[config.mk]
export PLATFORM = sky130hd
export DESIGN_NAME = ysyx_040978_divider
export DESIGN_NICKNAME = d
export VERILOG_FILES = /design/src/rtl/ysyx_040978_divider.sv
export SDC_FILE = /design/constraint.sdc
export NUM_CORES = 2
export LEC_CHECK = 0
export CAP_MARGIN = 20
export CELL_PAD_IN_SITES_DETAIL_PLACEMENT = 0
export CELL_PAD_IN_SITES_GLOBAL_PLACEMENT = 1
export CORE_ASPECT_RATIO = 0.6
export CORE_MARGIN = 8
export CORE_UTILIZATION = 47
export DETAILED_ROUTE_END_ITERATION = 16
export GPL_ROUTABILITY_DRIVEN = 1
export PLACE_DENSITY_LB_ADDON = 0.12
export SKIP_CTS_REPAIR_TIMING = 1
export SLEW_MARGIN = 10
export SYNTH_ARGS = -nofsm -noshare
export SYNTH_HDL_FRONTEND = slang
export SYNTH_SLANG_ARGS = --single-unit
[constraint.sdc]
create_clock -name clock -period 11.1 [get_ports clock]
set_clock_uncertainty 0.1 [all_clocks]
set_input_delay 1.665 -clock clock [delete_from_list [all_inputs] [get_ports clock]]
set_output_delay 1.665 -clock clock [all_outputs]
set_load 0.01 [all_outputs]
[src/rtl/ysyx_040978_divider.sv]
// Iterative radix-2 non-restoring divider for RV64M DIV/DIVU/REM/REMU and their W variants.
// One quotient bit per cycle; divide-by-zero and signed overflow finish without iterating.
module ysyx_040978_divider #(
  parameter int XLEN = 64
) (
  input  logic            clock,
  input  logic            reset,
  input  logic            flush,
  input  logic            div_valid,
  output logic            div_ready,
  input  logic            div_signed,
  input  logic            div_word,
  input  logic [XLEN-1:0] dividend,
  input  logic [XLEN-1:0] divisor,
  output logic            out_valid,
  input  logic            out_ready,
  output logic [XLEN-1:0] quotient,
  output logic [XLEN-1:0] remainder
);

  localparam int HALF = XLEN / 2;
  localparam int CW   = $clog2(XLEN);
  localparam int PW   = XLEN + 2;

  localparam logic [1:0] IDLE = 2'd0;
  localparam logic [1:0] BUSY = 2'd1;
  localparam logic [1:0] FIX  = 2'd2;
  localparam logic [1:0] DONE = 2'd3;

  localparam logic [XLEN-1:0] MIN_DBL  = {1'b1, {(XLEN-1){1'b0}}};
  localparam logic [XLEN-1:0] MIN_WORD = {{HALF{1'b1}}, 1'b1, {(HALF-1){1'b0}}};

  logic [1:0]      state;
  logic [CW-1:0]   cnt;
  logic [PW-1:0]   prem;
  logic [XLEN-1:0] quo_acc;
  logic [XLEN-1:0] dsor;
  logic            word_q;
  logic            sign_q;
  logic            sign_r;

  function automatic logic [XLEN-1:0] sext_word(input logic [HALF-1:0] x);
    return {{HALF{x[HALF-1]}}, x};
  endfunction

  logic [XLEN-1:0] a_ext, b_ext, abs_a, abs_b;
  logic [XLEN-1:0] sp_quo, sp_rem;
  logic            sa, sb, div_zero, overflow;

  always_comb begin
    a_ext = dividend;
    b_ext = divisor;
    if (div_word) begin
      a_ext = div_signed ? sext_word(dividend[HALF-1:0]) : {{HALF{1'b0}}, dividend[HALF-1:0]};
      b_ext = div_signed ? sext_word(divisor[HALF-1:0])  : {{HALF{1'b0}}, divisor[HALF-1:0]};
    end
    sa       = div_signed & a_ext[XLEN-1];
    sb       = div_signed & b_ext[XLEN-1];
    abs_a    = sa ? -a_ext : a_ext;
    abs_b    = sb ? -b_ext : b_ext;
    div_zero = (b_ext == '0);
    overflow = div_signed && (a_ext == (div_word ? MIN_WORD : MIN_DBL)) && (b_ext == '1);
    sp_quo   = div_zero ? '1 : a_ext;
    sp_rem   = div_zero ? (div_word ? sext_word(dividend[HALF-1:0]) : dividend) : '0;
  end

  // The partial remainder carries two extra bits so 2P +/- D never overflows for
  // a full 64-bit unsigned divisor.
  logic [PW-1:0] shifted, step_rem;
  logic          q_bit;

  always_comb begin
    shifted  = {prem[PW-2:0], quo_acc[XLEN-1]};
    step_rem = prem[PW-1] ? shifted + {2'b00, dsor} : shifted - {2'b00, dsor};
    q_bit    = ~step_rem[PW-1];
  end

  logic [XLEN-1:0] r_mag, q_sgn, r_sgn, q_final, r_final;

  always_comb begin
    r_mag   = prem[XLEN-1:0] + (prem[PW-1] ? dsor : '0);
    q_sgn   = sign_q ? -quo_acc : quo_acc;
    r_sgn   = sign_r ? -r_mag : r_mag;
    q_final = word_q ? sext_word(q_sgn[HALF-1:0]) : q_sgn;
    r_final = word_q ? sext_word(r_sgn[HALF-1:0]) : r_sgn;
  end

  assign div_ready = (state == IDLE);
  assign out_valid = (state == DONE);

  // Word operands are left-aligned so the same MSB-first shift works for both widths.
  always_ff @(posedge clock) begin
    if (reset) begin
      state     <= IDLE;
      cnt       <= '0;
      prem      <= '0;
      quo_acc   <= '0;
      dsor      <= '0;
      word_q    <= 1'b0;
      sign_q    <= 1'b0;
      sign_r    <= 1'b0;
      quotient  <= '0;
      remainder <= '0;
    end else if (flush) begin
      state <= IDLE;
    end else begin
      case (state)
        IDLE: begin
          if (div_valid) begin
            word_q <= div_word;
            sign_q <= sa ^ sb;
            sign_r <= sa;
            if (div_zero || overflow) begin
              quotient  <= div_word ? sext_word(sp_quo[HALF-1:0]) : sp_quo;
              remainder <= sp_rem;
              state     <= DONE;
            end else begin
              prem    <= '0;
              quo_acc <= div_word ? {abs_a[HALF-1:0], {HALF{1'b0}}} : abs_a;
              dsor    <= abs_b;
              cnt     <= div_word ? CW'(HALF - 1) : CW'(XLEN - 1);
              state   <= BUSY;
            end
          end
        end
        BUSY: begin
          prem    <= step_rem;
          quo_acc <= {quo_acc[XLEN-2:0], q_bit};
          cnt     <= cnt - 1'b1;
          if (cnt == '0) state <= FIX;
        end
        FIX: begin
          quotient  <= q_final;
          remainder <= r_final;
          state     <= DONE;
        end
        DONE: begin
          if (out_ready) state <= IDLE;
        end
        default: state <= IDLE;
      endcase
    end
  end

endmodule
==> metrics.md <==
| Metric | Value |
|---|---|
| Critical path arrival | 8000 ps |
| Syn avg cell area | roughly 7.0 um^2 |
| Worst slew margin | a little under a quarter |
| Area grow syn2layout | 13.4% |
| Kind of critical path | reg2reg |
| Die area | 74400 um^2 |
| Share of async-settable or async-resettable flops after synthesis | 0% |
| Total internal power | 2.32 mW |
| Chip height | around 210 um |
| Ports | 265 |
| Endpoints failing setup | 0 |
| Largest area contributor in the netlist | dfxtp_1 |
| Crit path time final | 7630 ps |
| Max clock buf depth | 3 |
| Die Wd | 347 um |
| Worst-path clk slew | 60 ps |
| ANT nets after route | 0 |
| Gate power share | between 30% and 40% |
| Pwr Density | about 100 nW/um^2 |
| Final hold vios | 0 |
| Nets@finish | approximately 4700 |
| Row count | 72 |
| Root buffer cell | clkbuf_16 |
| H-tree depth | 2 |
| Register area share after synthesis | 21.6% |
| Tightest Pin Transition | 1160 ps |
| DRT Wirelength | ~130000 um |
| Initial DRC count | 4417 |
| Initial Util | approximately 48% |
| F_max | 0.131 GHz |
| Commonest cells in the netlist | 561 x nor2_1, 417 x nand2_1, 374 x a21oi_1 |
| DRC | 0 |
| Max-Cap Viols | 0 |
| Max-slew violations | 0 |
| First-pass GRT wire length | 194000 um |
| Worst setup SP type | flop |
| Vias | between 30000 and 40000 |
| RSZ-0062 raised after global routing | no |
| Worst setup EP type | flop |
| DR pass1 iterations | 8 |
| Synth Warn # | 0 |
| Total gr overflow | 0 |
| Largest net degree at the start of global routing | 89 |
| Unique masters post-synth | 112 |
| Synth Flop Type | dfxtp_1 |
| Syn Nets | 4669 |
| Sw frac | between 30% and 40% |
| CTS tree | built |
| Hold WS | 348 ps |
| Finished Core Util | a little over half |
| Final worst setup slack | ~3500 ps |
| Top-count cell post-synth | nor2_1 |
| Main area contributors after synthesis | dfxtp_1 22%, nor2_1 6.8%, a21oi_1 6.1% |
| Sw power | 1.35 mW |
| Wirelength per Cell | 24.2 um |
| Share of cells above drive strength 1 | 4.34% |
| Final HPWL from detailed placement | 100000 um |
| Total core area | 64700 um^2 |
| Mapped Area | 30900 um^2 |
| Initial antenna violation count | 7 |
| Status | finished, final reports clean |
| Cells after Synth | 4392 |
| CP required | around 11000 ps |
| Setup_tns | 0 ps |
| Via density per instance | roughly 6.4 |
| CTS Sinks | 333 |
| Final Power | about 3.7 mW |
| Peak supply drop | 0.0000870 V |
| Port Buf Inserts | around 260 |
| CP Max Fanout | 6 |
| Total GRT Usage | between 30% and 40% |
| Worst skew pair latency | 590 ps |
| Clock network fraction of design power | about a third |
| Seq pwr share | 35.7% |
| Final period utilization | 68.8% |
| Static Leakage | 12.9 nW |
| Post-Place Setup Slack | 3550 ps |
| GP Congestion | 1.02 |
| Post-synth EDFFs | 0 |
| CTS buffer count | 37 |
| Top-area cell type share of the netlist area | 21.6% |
| Vias in the first global route | between 30000 and 40000 |
| Hold Crit Class | reg2reg |
| Synth Register Bits | roughly 330 |
critical path, stage by stage (launching register included):
cell and delay (ps):
dfxtp_1 350, or4_1 580, nor4_1 440, nor3b_1 320, nand2_1 130, nor4_1 430, inv_1 80, nor2_1 480
and3_1 300, a21oi_1 90, xor2_1 170, ha_1 360, a2111oi_0 560, nand2b_1 100, o21ai_0 330, o21ai_0 230
a221oi_1 320, o31a_1 230, o21a_1 280, o31ai_1 240, o31a_1 370, a221oi_1 540, o21a_1 220, xnor2_1 70
a22o_1 200
per-layer routing:
| metal | track usage (%) | wire length (um) | vias to the layer above |
|---|---|---|---|
| li1 | - | - | 16100 |
| met1 | 49.9 | 61000 | 16100 |
| met2 | 44.1 | 50000 | 1656 |
| met3 | 9.83 | 15000 | 174 |
| met4 | 7.05 | 2750 | 8 |
| met5 | 0 | 48 | - |
cell type report:
cell class | count | area [um^2]
fill | 6407 | 29700
multi-input combinational | 3647 | 22700
sequential | 333 | 6670
timing repair buffer | 318 | 3050
tap | 851 | 1060
clock buffer | 51 | 1030
inverter | 104 | 390
clock inverter | 15 | 118
antenna | 1 | 2.50
power groups by stage:
stage	sequential [mW]	clock, mW	combinational, mW
2_1_floorplan	1.30	0	0.749
3_3_place_gp	1.33	0	1.08
3_5_place_dp	1.33	0	1.08
4_1_cts	1.30	1.25	1.08
5_1_grt	1.31	1.30	1.21
6_report	1.31	1.24	1.12
sequential cells by signal, summed over array words and instances, names as in the netlist:
name	flops
remainder	64
sign_r	1
state	2
sign_q	1
word_q	1
quo_acc	64
quotient	64
dsor	64
prem	66
cnt	6
metrics by stage:
| stage | instances | area, um^2 |
|---|---|---|
| CTS | 5316 | 35000 |
| finish | 5320 | 35000 |
| floorplan | 4392 | 30900 |
| global route | 5319 | 35000 |
| global placement | 5249 | 33800 |
| detailed placement | 5250 | 33800 |
worst paths after layout:
path	start	endpoint	slack [ps]	cells past startpoint
setup / recovery	dsor[8]	prem[64]	3470	24
hold / removal	quotient[10]	quotient[10]	350	2
setup reg to reg	dsor[8]	prem[64]	3470	24
hold reg to reg	quotient[10]	quotient[10]	350	2
cell usage in the layout (no fill, tap or decap), drive strengths merged, types with 28 or more instances in the layout:
master and instances:
inv 106, a31oi 44, nand2b 34, xnor2 215
a21oi 376, buf 54, xor2 162, nand4 79
o211ai 41, clkdlybuf4s50 262, a211oi 188, o31ai 57
ha 140, or3 51, a221oi 28, dfxtp 333
a21o 89, o21ai 306, clkbuf 52, o21bai 29
nand3 105, nor4 52, nor2 561, and3 28
nand2 418, o21a 33, nor3 192, a311oi 34
and2 81
cells by family after synthesis:
group / after synthesis / synth area share (%)
DFF: 333 / 21.6
muxes: 10 / 0.337
adders and majority gates: 142 / 5.81
buffers and inverters: 412 / 5.12
xor gates and xnor gates: 377 / 10.8
and+or+nand+nor: 1713 / 26.5
AOI/OAI and AO/OA: 1405 / 29.8
Note: power is estimated with default switching activity, not from simulation.
